$ cat config.mk
export PLATFORM = sky130hd
export DESIGN_NAME = alien_formation_mover
export DESIGN_NICKNAME = d
export VERILOG_FILES = /design/src/rtl/alien_formation_mover_pkg.sv /design/src/rtl/alien_step_timer.sv /design/src/rtl/alien_formation_mover.sv
export SDC_FILE = /design/constraint.sdc
export NUM_CORES = 1
export LEC_CHECK = 0
export ABC_AREA = 1
export BUFFER_PORTS_ARGS = -buffer_cell sky130_fd_sc_hd__buf_2
export CAP_MARGIN = 20
export CORE_MARGIN = 2
export CORE_UTILIZATION = 60
export CTS_CLUSTER_DIAMETER = 40
export DETAILED_ROUTE_END_ITERATION = 10
export PLACE_DENSITY = 0.8
export SLEW_MARGIN = 20
export SYNTH_ARGS = -nofsm -noshare
export SYNTH_HDL_FRONTEND = slang
export SYNTH_SLANG_ARGS = --single-unit
$ cat constraint.sdc
create_clock -name clk -period 3.1 [get_ports clk]
set_clock_uncertainty 0.2 [all_clocks]
set_input_delay 0.62 -clock clk [delete_from_list [all_inputs] [get_ports clk]]
set_output_delay 0.62 -clock clk [all_outputs]
set_load 0.01 [all_outputs]
$ cat src/rtl/alien_formation_mover_pkg.sv
`default_nettype none
// ============================================================================
// Module      : alien_formation_mover_pkg
// Description : Shared game definitions for the alien formation: motion
//               command encodings, screen-bound constants and a saturating
//               subtract used by the step-period logic.
// Revision    : 1.0 - initial release
// ============================================================================
package alien_formation_mover_pkg;

  // Commands issued by the zig-zag controller
  typedef enum logic [1:0] {
    NO_MOTION = 2'd0,
    LEFT      = 2'd1,
    RIGHT     = 2'd2,
    DOWN      = 2'd3
  } motion_e;

  // Screen bounds for the formation's left/top edge
  localparam int unsigned c_SCREEN_X_MIN   = 8;
  localparam int unsigned c_SCREEN_X_MAX   = 440;
  localparam int unsigned c_SCREEN_Y_LIMIT = 400;

  // Datapath widths
  localparam int unsigned c_POS_W = 10;
  localparam int unsigned c_CNT_W = 16;

  // value - dec, but never below floor (and never wrapping below zero)
  function automatic logic [c_CNT_W-1:0] sat_sub(
    input logic [c_CNT_W-1:0] value,
    input logic [c_CNT_W-1:0] dec,
    input logic [c_CNT_W-1:0] floor
  );
    logic [c_CNT_W:0] lim;
    lim = {1'b0, floor} + {1'b0, dec};
    if ({1'b0, value} >= lim) begin
      sat_sub = value - dec;
    end else begin
      sat_sub = floor;
    end
  endfunction

endpackage
`default_nettype wire

$ cat src/rtl/alien_step_timer.sv
`default_nettype none
// ============================================================================
// Module      : alien_step_timer
// Description : Step-rate divider. Counts enabled cycles and emits a tick on
//               the last count of the current period; a speed-up request in
//               a tick cycle shortens the period (down to a floor) starting
//               with the next count.
// Revision    : 1.0 - initial release
// ============================================================================
module alien_step_timer
  import alien_formation_mover_pkg::*;
#(
  parameter int unsigned PERIOD_INIT = 20,
  parameter int unsigned PERIOD_MIN  = 4,
  parameter int unsigned PERIOD_DEC  = 2
) (
  input  logic clk,
  input  logic reset,
  input  logic run,
  input  logic speedUp,
  output logic tick
);

  localparam logic [c_CNT_W-1:0] c_PERIOD_INIT = c_CNT_W'(PERIOD_INIT);
  localparam logic [c_CNT_W-1:0] c_PERIOD_MIN  = c_CNT_W'(PERIOD_MIN);
  localparam logic [c_CNT_W-1:0] c_PERIOD_DEC  = c_CNT_W'(PERIOD_DEC);

  logic [c_CNT_W-1:0] cnt_q;
  logic [c_CNT_W-1:0] cnt_d;
  logic [c_CNT_W-1:0] period_q;
  logic [c_CNT_W-1:0] period_d;

  // A pending tick is suppressed while reset is asserted so reset always wins
  assign tick = run && !reset && (cnt_q == (period_q - c_CNT_W'(1)));

  // Next count and period: wrap on tick, optionally shortening the period
  always_comb begin
    cnt_d    = cnt_q;
    period_d = period_q;
    if (run) begin
      if (tick) begin
        cnt_d = '0;
        if (speedUp) begin
          period_d = sat_sub(period_q, c_PERIOD_DEC, c_PERIOD_MIN);
        end
      end else begin
        cnt_d = cnt_q + c_CNT_W'(1);
      end
    end
  end

  // Divider state registers
  always_ff @(posedge clk) begin
    if (reset) begin
      cnt_q    <= '0;
      period_q <= c_PERIOD_INIT;
    end else begin
      cnt_q    <= cnt_d;
      period_q <= period_d;
    end
  end

endmodule
`default_nettype wire

$ cat src/rtl/alien_formation_mover.sv
`default_nettype none
// ============================================================================
// Module      : alien_formation_mover
// Description : Moves the alien formation one step per timer tick according
//               to the controller's motion command, keeping the left edge
//               inside the screen and latching a landed flag when the top
//               edge reaches the landing line.
// Revision    : 1.0 - initial release
// ============================================================================
module alien_formation_mover
  import alien_formation_mover_pkg::*;
#(
  parameter int unsigned X_INIT      = 64,
  parameter int unsigned Y_INIT      = 32,
  parameter int unsigned X_MIN       = c_SCREEN_X_MIN,
  parameter int unsigned X_MAX       = c_SCREEN_X_MAX,
  parameter int unsigned STEP_X      = 4,
  parameter int unsigned STEP_Y      = 16,
  parameter int unsigned Y_LIMIT     = c_SCREEN_Y_LIMIT,
  parameter int unsigned PERIOD_INIT = 20,
  parameter int unsigned PERIOD_MIN  = 4,
  parameter int unsigned PERIOD_DEC  = 2
) (
  input  logic               clk,
  input  logic               reset,
  input  logic               enable,
  input  logic [1:0]         Motion,
  output logic               step,
  output logic [c_POS_W-1:0] xPos,
  output logic [c_POS_W-1:0] yPos,
  output logic               canLeft,
  output logic               canRight,
  output logic               landed
);

  // Bound arithmetic is done one bit wider than the position so sums
  // near the top of the 10-bit range cannot wrap.
  localparam logic [c_POS_W:0]   c_LEFT_MIN  = (c_POS_W + 1)'(X_MIN + STEP_X);
  localparam logic [c_POS_W:0]   c_X_MAX_W   = (c_POS_W + 1)'(X_MAX);
  localparam logic [c_POS_W:0]   c_STEP_X_W  = (c_POS_W + 1)'(STEP_X);
  localparam logic [c_POS_W:0]   c_STEP_Y_W  = (c_POS_W + 1)'(STEP_Y);
  localparam logic [c_POS_W:0]   c_Y_LIMIT_W = (c_POS_W + 1)'(Y_LIMIT);
  localparam logic [c_POS_W-1:0] c_STEP_X_N  = c_POS_W'(STEP_X);
  localparam logic [c_POS_W-1:0] c_Y_LIMIT_N = c_POS_W'(Y_LIMIT);
  localparam logic [c_POS_W-1:0] c_X_INIT    = c_POS_W'(X_INIT);
  localparam logic [c_POS_W-1:0] c_Y_INIT    = c_POS_W'(Y_INIT);

  logic [c_POS_W-1:0] xpos_q;
  logic [c_POS_W-1:0] xpos_d;
  logic [c_POS_W-1:0] ypos_q;
  logic [c_POS_W-1:0] ypos_d;
  logic               landed_q;
  logic               landed_d;

  motion_e            w_motion;
  logic               w_run;
  logic               w_tick;
  logic               w_speed_up;
  logic [c_POS_W:0]   w_x_wide;
  logic [c_POS_W:0]   w_x_sum;
  logic [c_POS_W-1:0] w_x_dif;
  logic [c_POS_W:0]   w_y_sum;

  assign w_motion   = motion_e'(Motion);
  assign w_run      = enable && !landed_q;
  assign w_speed_up = (w_motion == DOWN);

  assign w_x_wide = {1'b0, xpos_q};
  assign w_x_sum  = w_x_wide + c_STEP_X_W;
  assign w_x_dif  = xpos_q - c_STEP_X_N;
  assign w_y_sum  = {1'b0, ypos_q} + c_STEP_Y_W;

  assign canLeft  = (w_x_wide >= c_LEFT_MIN);
  assign canRight = (w_x_sum <= c_X_MAX_W);

  alien_step_timer #(
    .PERIOD_INIT (PERIOD_INIT),
    .PERIOD_MIN  (PERIOD_MIN),
    .PERIOD_DEC  (PERIOD_DEC)
  ) u_step_timer (
    .clk     (clk),
    .reset   (reset),
    .run     (w_run),
    .speedUp (w_speed_up),
    .tick    (w_tick)
  );

  // Apply the sampled motion command in the tick cycle only
  always_comb begin
    xpos_d   = xpos_q;
    ypos_d   = ypos_q;
    landed_d = landed_q;
    if (w_tick) begin
      unique case (w_motion)
        LEFT: begin
          if (canLeft) xpos_d = w_x_dif;
        end
        RIGHT: begin
          if (canRight) xpos_d = w_x_sum[c_POS_W-1:0];
        end
        DOWN: begin
          if (w_y_sum >= c_Y_LIMIT_W) begin
            ypos_d   = c_Y_LIMIT_N;
            landed_d = 1'b1;
          end else begin
            ypos_d = w_y_sum[c_POS_W-1:0];
          end
        end
        default: ;
      endcase
    end
  end

  // Formation position and landed flag registers
  always_ff @(posedge clk) begin
    if (reset) begin
      xpos_q   <= c_X_INIT;
      ypos_q   <= c_Y_INIT;
      landed_q <= 1'b0;
    end else begin
      xpos_q   <= xpos_d;
      ypos_q   <= ypos_d;
      landed_q <= landed_d;
    end
  end

  assign step   = w_tick;
  assign xPos   = xpos_q;
  assign yPos   = ypos_q;
  assign landed = landed_q;

endmodule
`default_nettype wire

Word-level counts from Yosys, hierarchy flattened
Index checks and enable logic that the tools add are counted.
W data, S select, Z words.
Cells by class
  $lt $le $gt $ge: 4
  reduce and logical (&&, ||, !) cells: 10
  muxes and demuxes: 6
  equal/unequal tests: 6
  $add $sub $neg: 6
Operators by type and width (count)
  $mux W16: 2
  $mux W10: 3
  $pmux W10 S2: 1
  $add A16 B1 Y16 const B: 1
  $eq A16 B16 Y1: 1
  $ge A16 B3 Y1 const B: 1
  $sub A16 B1 Y16 const B: 1
  $sub A16 B2 Y16 const B: 1
  $add A10 B3 Y11 const B: 1
  $add A10 B5 Y11 const B: 1
  $ge A11 B9 Y1 const B: 1
  $le A11 B9 Y1 const B: 1
  $ge A10 B4 Y1 const B: 1
  $sub A10 B3 Y10 const B: 1
  $reduce_and A3 Y1: 2
  $eq A2 B2 Y1 const B: 2
  $ne A2 B2 Y1 const B: 2
  $reduce_and A4 Y1: 1
  $logic_and A1 B1 Y1: 3
  $eq A2 B1 Y1 const B: 1
  $logic_not A1 Y1: 2
  $reduce_and A2 Y1: 1
  $reduce_bool A2 Y1: 1
Word-level totals
  output and inout bits: 24
  bits in registers: 53
  word-level logic and storage cells: 37

Logic depth before layout (Yosys ltp)
Gate-level depths: netlist of the first run.
  word-level depth: 5
  depth in mapped cells: 18
  mapped depth without buffers: 18

Modules after synthesis
From an unflattened synthesis of the first run, not the netlist that was laid out.
Second synthesis, totals
  cell total of the unflattened synthesis: 595
  area total of the unflattened synthesis: 3624.7 um^2
Modules (own cells, without submodules)
  alien_step_timer: area each 2459.9 um^2, times used 1, cells each 406
  alien_formation_mover: area each 1164.9 um^2, times used 1, cells each 189

Worst setup path before layout of the first run
OpenSTA, ideal clock, no wires.
  kind: register to output
  from: reg u_step_timer.period_q[1]
  to: out step
  path slack: 549 ps
  cell stages (with the launch flop): 14
  required time: 2280 ps
  arrival: 1731 ps
  cell sequence: dfxtp_1 inv_2 ha_1 nand2_1 nor2_2 nand3_1 nand2_1 nand2_1 nand2_1 nand3_1 nor2_1 nand3_1 nor2_4 buf_6
Between the ends
  longest elaborated chain between the ends: 3
Ends and longest elaborated chain
  start: declaration: line alien_step_timer.sv:30  | logic [c_CNT_W-1:0] period_q;
  start signal: assignment: line alien_step_timer.sv:56  | period_q <= c_PERIOD_INIT;
  start signal: assignment: line alien_step_timer.sv:59  | period_q <= period_d;
  $sub A16 B1 Y16: line alien_step_timer.sv:34  | assign tick = run && !reset && (cnt_q == (period_q - c_CNT_W'(1)));
  $eq A16 B16 Y1: line alien_step_timer.sv:34
  $logic_and A1 B1 Y1: line alien_step_timer.sv:34
  end: declaration: line alien_formation_mover.sv:28  | output logic step,
No other way between the ends.

Worst setup path in the final report of the first run
Ends and elaborated chain as after synthesis.

==> flow_summary_export.csv, run 1 <==
group,metric,value,unit
synth,synth-edff-count,0,
worst_setup_path,crit_arrival,2120,ps
floorplanning,fp.dieH,79.1,um
worst_setup_path,startpoint_type,"flip-flop",
synth,ys_seq_area_share,27.2,%
min_path,hold_depth,2,
floorplanning,die_w,79.1,um
global_route,grt_pass1_wl,13.5,mm
cells_and_area,final_nets,600,
worst_setup_path,crit_start,"u_step_timer.period_q[1]$_SDFFE_PP0P_",
clock_tree,hold_buffers,0,
cells_and_area,areaGrowthSynthToFinish,7.91,%
detailed_routing,drt_iter0_drc,207,
clock_tree,clk_path_buf_depth,2,
power,p_leak,1.89,nW
clock_tree,clkTransAtPathRegs,90,ps
worst_setup_path,critPathMaxFanout,6,
placement,hpwlAfterDp,6.04,mm
floorplanning,num_rows,27,
min_path,min_from,"yPos[9]$_SDFFE_PP0P_",
worst_setup_path,crit_type,"reg2out",
floorplanning,start_util,61.9,%
cells_and_area,final_util,66.8,%
global_route,grt-ovfl-total,0,
global_route,antenna_found_initial,0,
clock_tree,cts_num_sinks,46,
timing,fmax,340,MHz
worst_setup_path,worst_ep_required_time,2280,ps
synth,synth_cell_types,36,
placement,place_area,3530,um2
detailed_routing,drc,0,
synth,ys_warn_count,0,
timing,setup_viol,0,
power,irDropWorstVdd,0.224,mV
clock_tree,cts_root_buf,"clkbuf_8",
synth,synthArstFlopShare,0,%
global_route,grt_start_max_net_pins,33,
cells_and_area,final_cell_mix,"nand2_1, nor2_1, inv_1, nand3_1, dfxtp_1",
cells_and_area,fin_area,3650,um2
clock_tree,cts_made_buffers,5,
min_path,hold_class,"reg2reg",
worst_setup_path,critPathCaptureType,"output pin",
run,maxCapViolations,0,
cells_and_area,multiInputGateArea,2070,um2
clock_tree,ctsHtreeMaxLevel,2,
synth,ys_ff_latch,46,
cells_and_area,final_common_cell,"nand2_1",
timing,worst_slack,163,ps
placement,pre_cts_slack,349,ps
cells_and_area,fill_cells,523,
detailed_routing,routedWlPerCell,12.0,um
detailed_routing,vias,3437,
cells_and_area,drive_above_1_share,12.2,%
clock_tree,clkLatencyLatePin,300,ps
detailed_routing,antenna_left,0,
worst_setup_path,reg2reg_depth,17,
placement,port_buffers,22,
clock_tree,cts_tree,"done",
placement,gp_congestion,0.934,
detailed_routing,routed_wl,7.94,mm
timing,fin_crit,2940,ps
cells_and_area,diodes,0,
global_route,grt_pass1_vias,3056,
power,p_per_area,282,nW/um2
synth,syn_inst,566,
detailed_routing,vias_per_cell,5.20,
global_route,grt_usage,26.7,%
power,p_total,1.03,mW
floorplanning,io_pins,29,
detailed_routing,dr.pass1.iters,5,
cells_and_area,seq_area,925,um2
synth,synthesis.area,3390,um2
floorplanning,dieArea,6260,um2
timing,period_share,94.7,%
outcome,status,"completed",
floorplanning,core_region_area,5470,um2
worst_setup_path,r2r-start,"u_step_timer.period_q[1]$_SDFFE_PP0P_",
timing,hold_viol_final,0,
synth,ys.flop_type,"dfxtp_1",
synth,syn_area_per_cell,5.98,um2
timing,finalMaxSlewViolations,0,
==> final cells by class <==
type | count | area share (%)
inverters | 86 | 8.84
multi-input cells | 422 | 56.7
well taps | 72 | 2.47
clock buffers | 6 | 2.26
flip-flops and latches | 46 | 25.3
clock inverters | 2 | 0.342
repair buffers | 27 | 4.04
==> logic make-up after synthesis <==
family	count (synthesis)	synth area share [%]
compound gates	29	4.84
xor+xnor	15	3.88
fa+ha+maj	7	2.59
buf+inv	103	12.9
flops	46	27.2
other cells	1	0.111
simple gates	365	48.5
==> worst paths after layout <==
path | to | slack (ps)
worst max-delay path | step | 160
worst min-delay path | yPos[9]$_SDFFE_PP0P_ | 290
worst max register to register | u_step_timer.cnt_q[5]$_SDFFE_PP0P_ | 520
worst min register to register | yPos[9]$_SDFFE_PP0P_ | 290
==> sequential cells by signal, indices dropped and copies added (netlist names) <==
register               cells
yPos                       6
landed                     1
xPos                       8
u_step_timer.cnt_q        16
u_step_timer.period_q     15
==> cell usage after synthesis (2+ instances only) <==
cell type / number / share of area [%]
nor2_1: 93 / 10
buf_6: 3 / 1.0
buf_2: 3 / 0.44
nand2_1: 158 / 18
nor2_4: 3 / 1.0
nor3b_1: 2 / 0.44
nor3_1: 7 / 1.0
nand3_1: 68 / 10
xor2_1: 12 / 3.1
ha_1: 7 / 2.6
a21oi_1: 11 / 1.6
inv_2: 10 / 1.1
o31ai_1: 2 / 0.44
nand3b_1: 2 / 0.44
nand4_1: 11 / 2.0
nand2_2: 6 / 1.1
o21ai_0: 11 / 1.6
nor4_1: 2 / 0.37
nor2_2: 5 / 0.92
inv_1: 76 / 8.4
dfxtp_1: 46 / 27
xnor2_1: 3 / 0.78
clkbuf_1: 5 / 0.55
nor2_8: 3 / 1.8
buf_4: 6 / 1.3
==> worst max-delay path: stages, from the launching register on <==
cell and delay (ps):
dfxtp_2 380, inv_2 100, ha_4 280, nor2_1 40, nor2_1 80, nand2_1 60, nor2_1 110, nand2_1 60
nor2_1 90, nand3_1 90, nor2_2 130, nand3_1 130, nor2_4 120, buf_2 140
==> metal layers <==
| layer | part of all wire [%] | track usage, % | vias to the layer above |
|---|---|---|---|
| li1 | - | - | 1795 |
| met1 | 47 | 36.8 | 1532 |
| met2 | 46 | 43.9 | 98 |
| met3 | 4.6 | 3.18 | 12 |
| met4 | 1.8 | 7.93 | 0 |
| met5 | 0 | 0 | - |
==> power breakdown <==
group | total (mW) | switching [mW] | internal (mW)
clock network | 0.389 | 0.209 | 0.180
registers | 0.595 | 0.00252 | 0.593
logic | 0.0465 | 0.0337 | 0.0128
total | 1.03 | 0.246 | 0.785
==> stage by stage <==
step / hold WS, ps / instances / setup TNS [ps]
2_1_floorplan: 282 / 571 / 0
3_3_place_gp: 267 / 653 / 0
3_5_place_dp: 279 / 653 / 0
4_1_cts: 291 / 661 / 0
5_1_grt: 329 / 661 / -8.20
6_report: 287 / 661 / 0
==> repair_timing <==
action / 4_1_cts / 5_1_grt
endpoints found under the setup margin: 0 / 1
resized for setup: 0 / 9
buffers inserted: 0 / 0
Power figures use the tool's default switching activity.
==> run 2: changes to the inputs <==
Settings changed: CORE_MARGIN 2 to 1.
==> run 2 against run 1 <==
  * Sequential power about the same
  * Non-clock buffer count shrank 1
  * Global-route usage grew 0.82 points
  * Maximum frequency grew 0.98%
  * Register-to-register slack gained 30 ps
  * Sequential share of layout area rose by 0.13 points
  * Power decreased by 2.0%
  * Hold slack better by 2.8 ps
  * Worst setup slack gained 28 ps
  * Final area is 0.38% lower
  * Wire length shrank 0.91%
  * Critical path type unchanged
  * Largest cell class unchanged
==> flow_summary_export.csv, run 2 (synthesis gave the netlist of run 1 again) <==
group,metric,value,unit
cells_and_area,diodes,0,
global_route,grt_pass1_wl,13.2,mm
cells_and_area,areaGrowthSynthToFinish,7.50,%
worst_setup_path,worst_ep_required_time,2280,ps
global_route,grt_pass1_vias,2979,
global_route,antenna_found_initial,0,
global_route,grt_start_max_net_pins,33,
detailed_routing,vias,3465,
cells_and_area,final_common_cell,"nand2_1",
detailed_routing,routedWlPerCell,12.0,um
floorplanning,fp.dieH,77.1,um
timing,period_share,93.8,%
worst_setup_path,r2r_setup_slack,550,ps
outcome,status,"completed",
clock_tree,clkLatencyLatePin,300,ps
power,p_leak,1.88,nW
worst_setup_path,startpoint_type,"flip-flop",
cells_and_area,drive_above_1_share,12.3,%
timing,slew_headroom,57.8,%
detailed_routing,drt_iter0_drc,268,
placement,port_buffers,22,
worst_setup_path,reg2reg_depth,15,
timing,fin_crit,2910,ps
floorplanning,io_pins,29,
worst_setup_path,crit_arrival,2090,ps
clock_tree,cts_num_sinks,46,
timing,finalMaxSlewViolations,0,
worst_setup_path,critPathMaxFanout,6,
cells_and_area,largest_reg_flops,16,
cells_and_area,fill_cells,484,
min_path,hold_depth,2,
placement,gp_congestion,0.949,
min_path,min_from,"yPos[9]$_SDFFE_PP0P_",
worst_setup_path,crit_type,"reg2out",
worst_setup_path,critPathMostFrequentCell,"nand2_1",
detailed_routing,routed_wl,7.87,mm
cells_and_area,final_nets,599,
cells_and_area,multiInputGateArea,2080,um2
timing,setup_viol,0,
timing,hold_viol_final,0,
worst_setup_path,cp_slowest_cell,"dfxtp_2",
worst_setup_path,worstPathCellList,"inv_4 -> ha_4 -> nand2_1 -> nor2_4 -> nand3_1 -> nand2_1 -> nand2_1 -> nand2_1 -> nand3_1 -> nor2_1 -> nand3_1 -> nor2_4 -> buf_2",
global_route,grt_usage,27.6,%
floorplanning,start_util,64.2,%
worst_setup_path,cp_num_buf_inv,2,
floorplanning,num_rows,26,
floorplanning,dieArea,5950,um2
worst_setup_path,critPathMaxStageDelay,350,ps
min_path,hold-path-endpoint,"yPos[9]$_SDFFE_PP0P_",
clock_tree,cts_root_buf,"clkbuf_8",
floorplanning,die_w,77.1,um
clock_tree,ctsHtreeMaxLevel,2,
worst_setup_path,r2r-start,"u_step_timer.period_q[2]$_SDFFE_PP1P_",
floorplanning,core_region_area,5270,um2
clock_tree,hold_buffers,0,
detailed_routing,dr.pass1.iters,5,
cells_and_area,final_cell_mix,"nand2_1, nor2_1, inv_1, nand3_1, dfxtp_1",
worst_setup_path,r2r-end,"u_step_timer.period_q[1]$_SDFFE_PP0P_",
power,p_total,1.01,mW
timing,tns,0,ps
min_path,hold_class,"reg2reg",
worst_setup_path,critPathCaptureType,"output pin",
detailed_routing,drc,0,
clock_tree,cts_tree,"done",
clock_tree,clkTransAtPathRegs,80,ps
detailed_routing,antenna_left,0,
placement,hpwlAfterDp,6.02,mm
power,irDropWorstVdd,0.229,mV
cells_and_area,seq_area,926,um2
timing,rsz0062_at_grt,"no",
power,p_per_area,278,nW/um2
clock_tree,clk_path_buf_depth,2,
timing,fmax,344,MHz
global_route,grt-ovfl-total,0,
worst_setup_path,path_delay_family,"simple AND/OR/NAND/NOR gates",
detailed_routing,vias_per_cell,5.28,
cells_and_area,top_register,"u_step_timer.cnt_q",
clock_tree,cts_made_buffers,5,
run,maxCapViolations,0,
timing,worstMarginPinSlew,628,ps
[run 2: worst reg2reg max path, delay by kind of cell, from the launching register on]
kind          cells  cell delay [ps]
fa+ha+maj         1              280
buf+inv           1               80
flops             1              380
simple gates     13             1520
[run 2: repair_timing]
item | 4_1_cts | 5_1_grt
gates resized for setup | 0 | 12
buffers inserted | 0 | 0
setup endpoints to repair | 0 | 1
[run 2: cell type report]
type | count | share of cell area (%)
multi-input cells | 422 | 57.1
clock buffers | 6 | 2.27
well taps | 70 | 2.41
flip-flops and latches | 46 | 25.4
inverters | 86 | 8.94
repair buffers | 26 | 3.85
[run 2: worst max path at each step]
stage	from	end	slack, ps	cells past startpoint
2_1_floorplan	u_step_timer.period_q[1]$_SDFFE_PP0P_	step	550	13
3_3_place_gp	enable	step	380	12
3_5_place_dp	u_step_timer.period_q[1]$_SDFFE_PP0P_	step	350	13
4_1_cts	u_step_timer.period_q[1]$_SDFFE_PP0P_	step	20	13
5_1_grt	u_step_timer.period_q[2]$_SDFFE_PP1P_	step	20	13
6_report	u_step_timer.period_q[1]$_SDFFE_PP0P_	step	190	13
[run 2: per-layer routing]
metal	vias up	global-route usage (%)	wire length [um]
met1	1530	37.5	3740
met4	0	9.06	148
met3	17	4.40	451
met2	123	44.2	3530
li1	1795	-	-
met5	-	0	0
[run 2: through the flow]
stage	setup WS (ps)	hold slack, ps	cell area (um2)	std cells	util (%)
final	191	290	3640	656	69.1
after global placement	377	272	3520	650	66.8
after detailed placement	351	284	3520	650	66.8
after floorplan	549	282	3400	571	-
after global routing	17.1	348	3640	656	69.1
after CTS	23.5	295	3600	656	68.4
[run 2: where the power goes]
group	internal (mW)	switching, mW	leakage [nW]	total, mW
clock network	0.172	0.195	0.0431	0.368
logic	0.0129	0.0346	1.46	0.0475
registers	0.592	0.00272	0.371	0.595
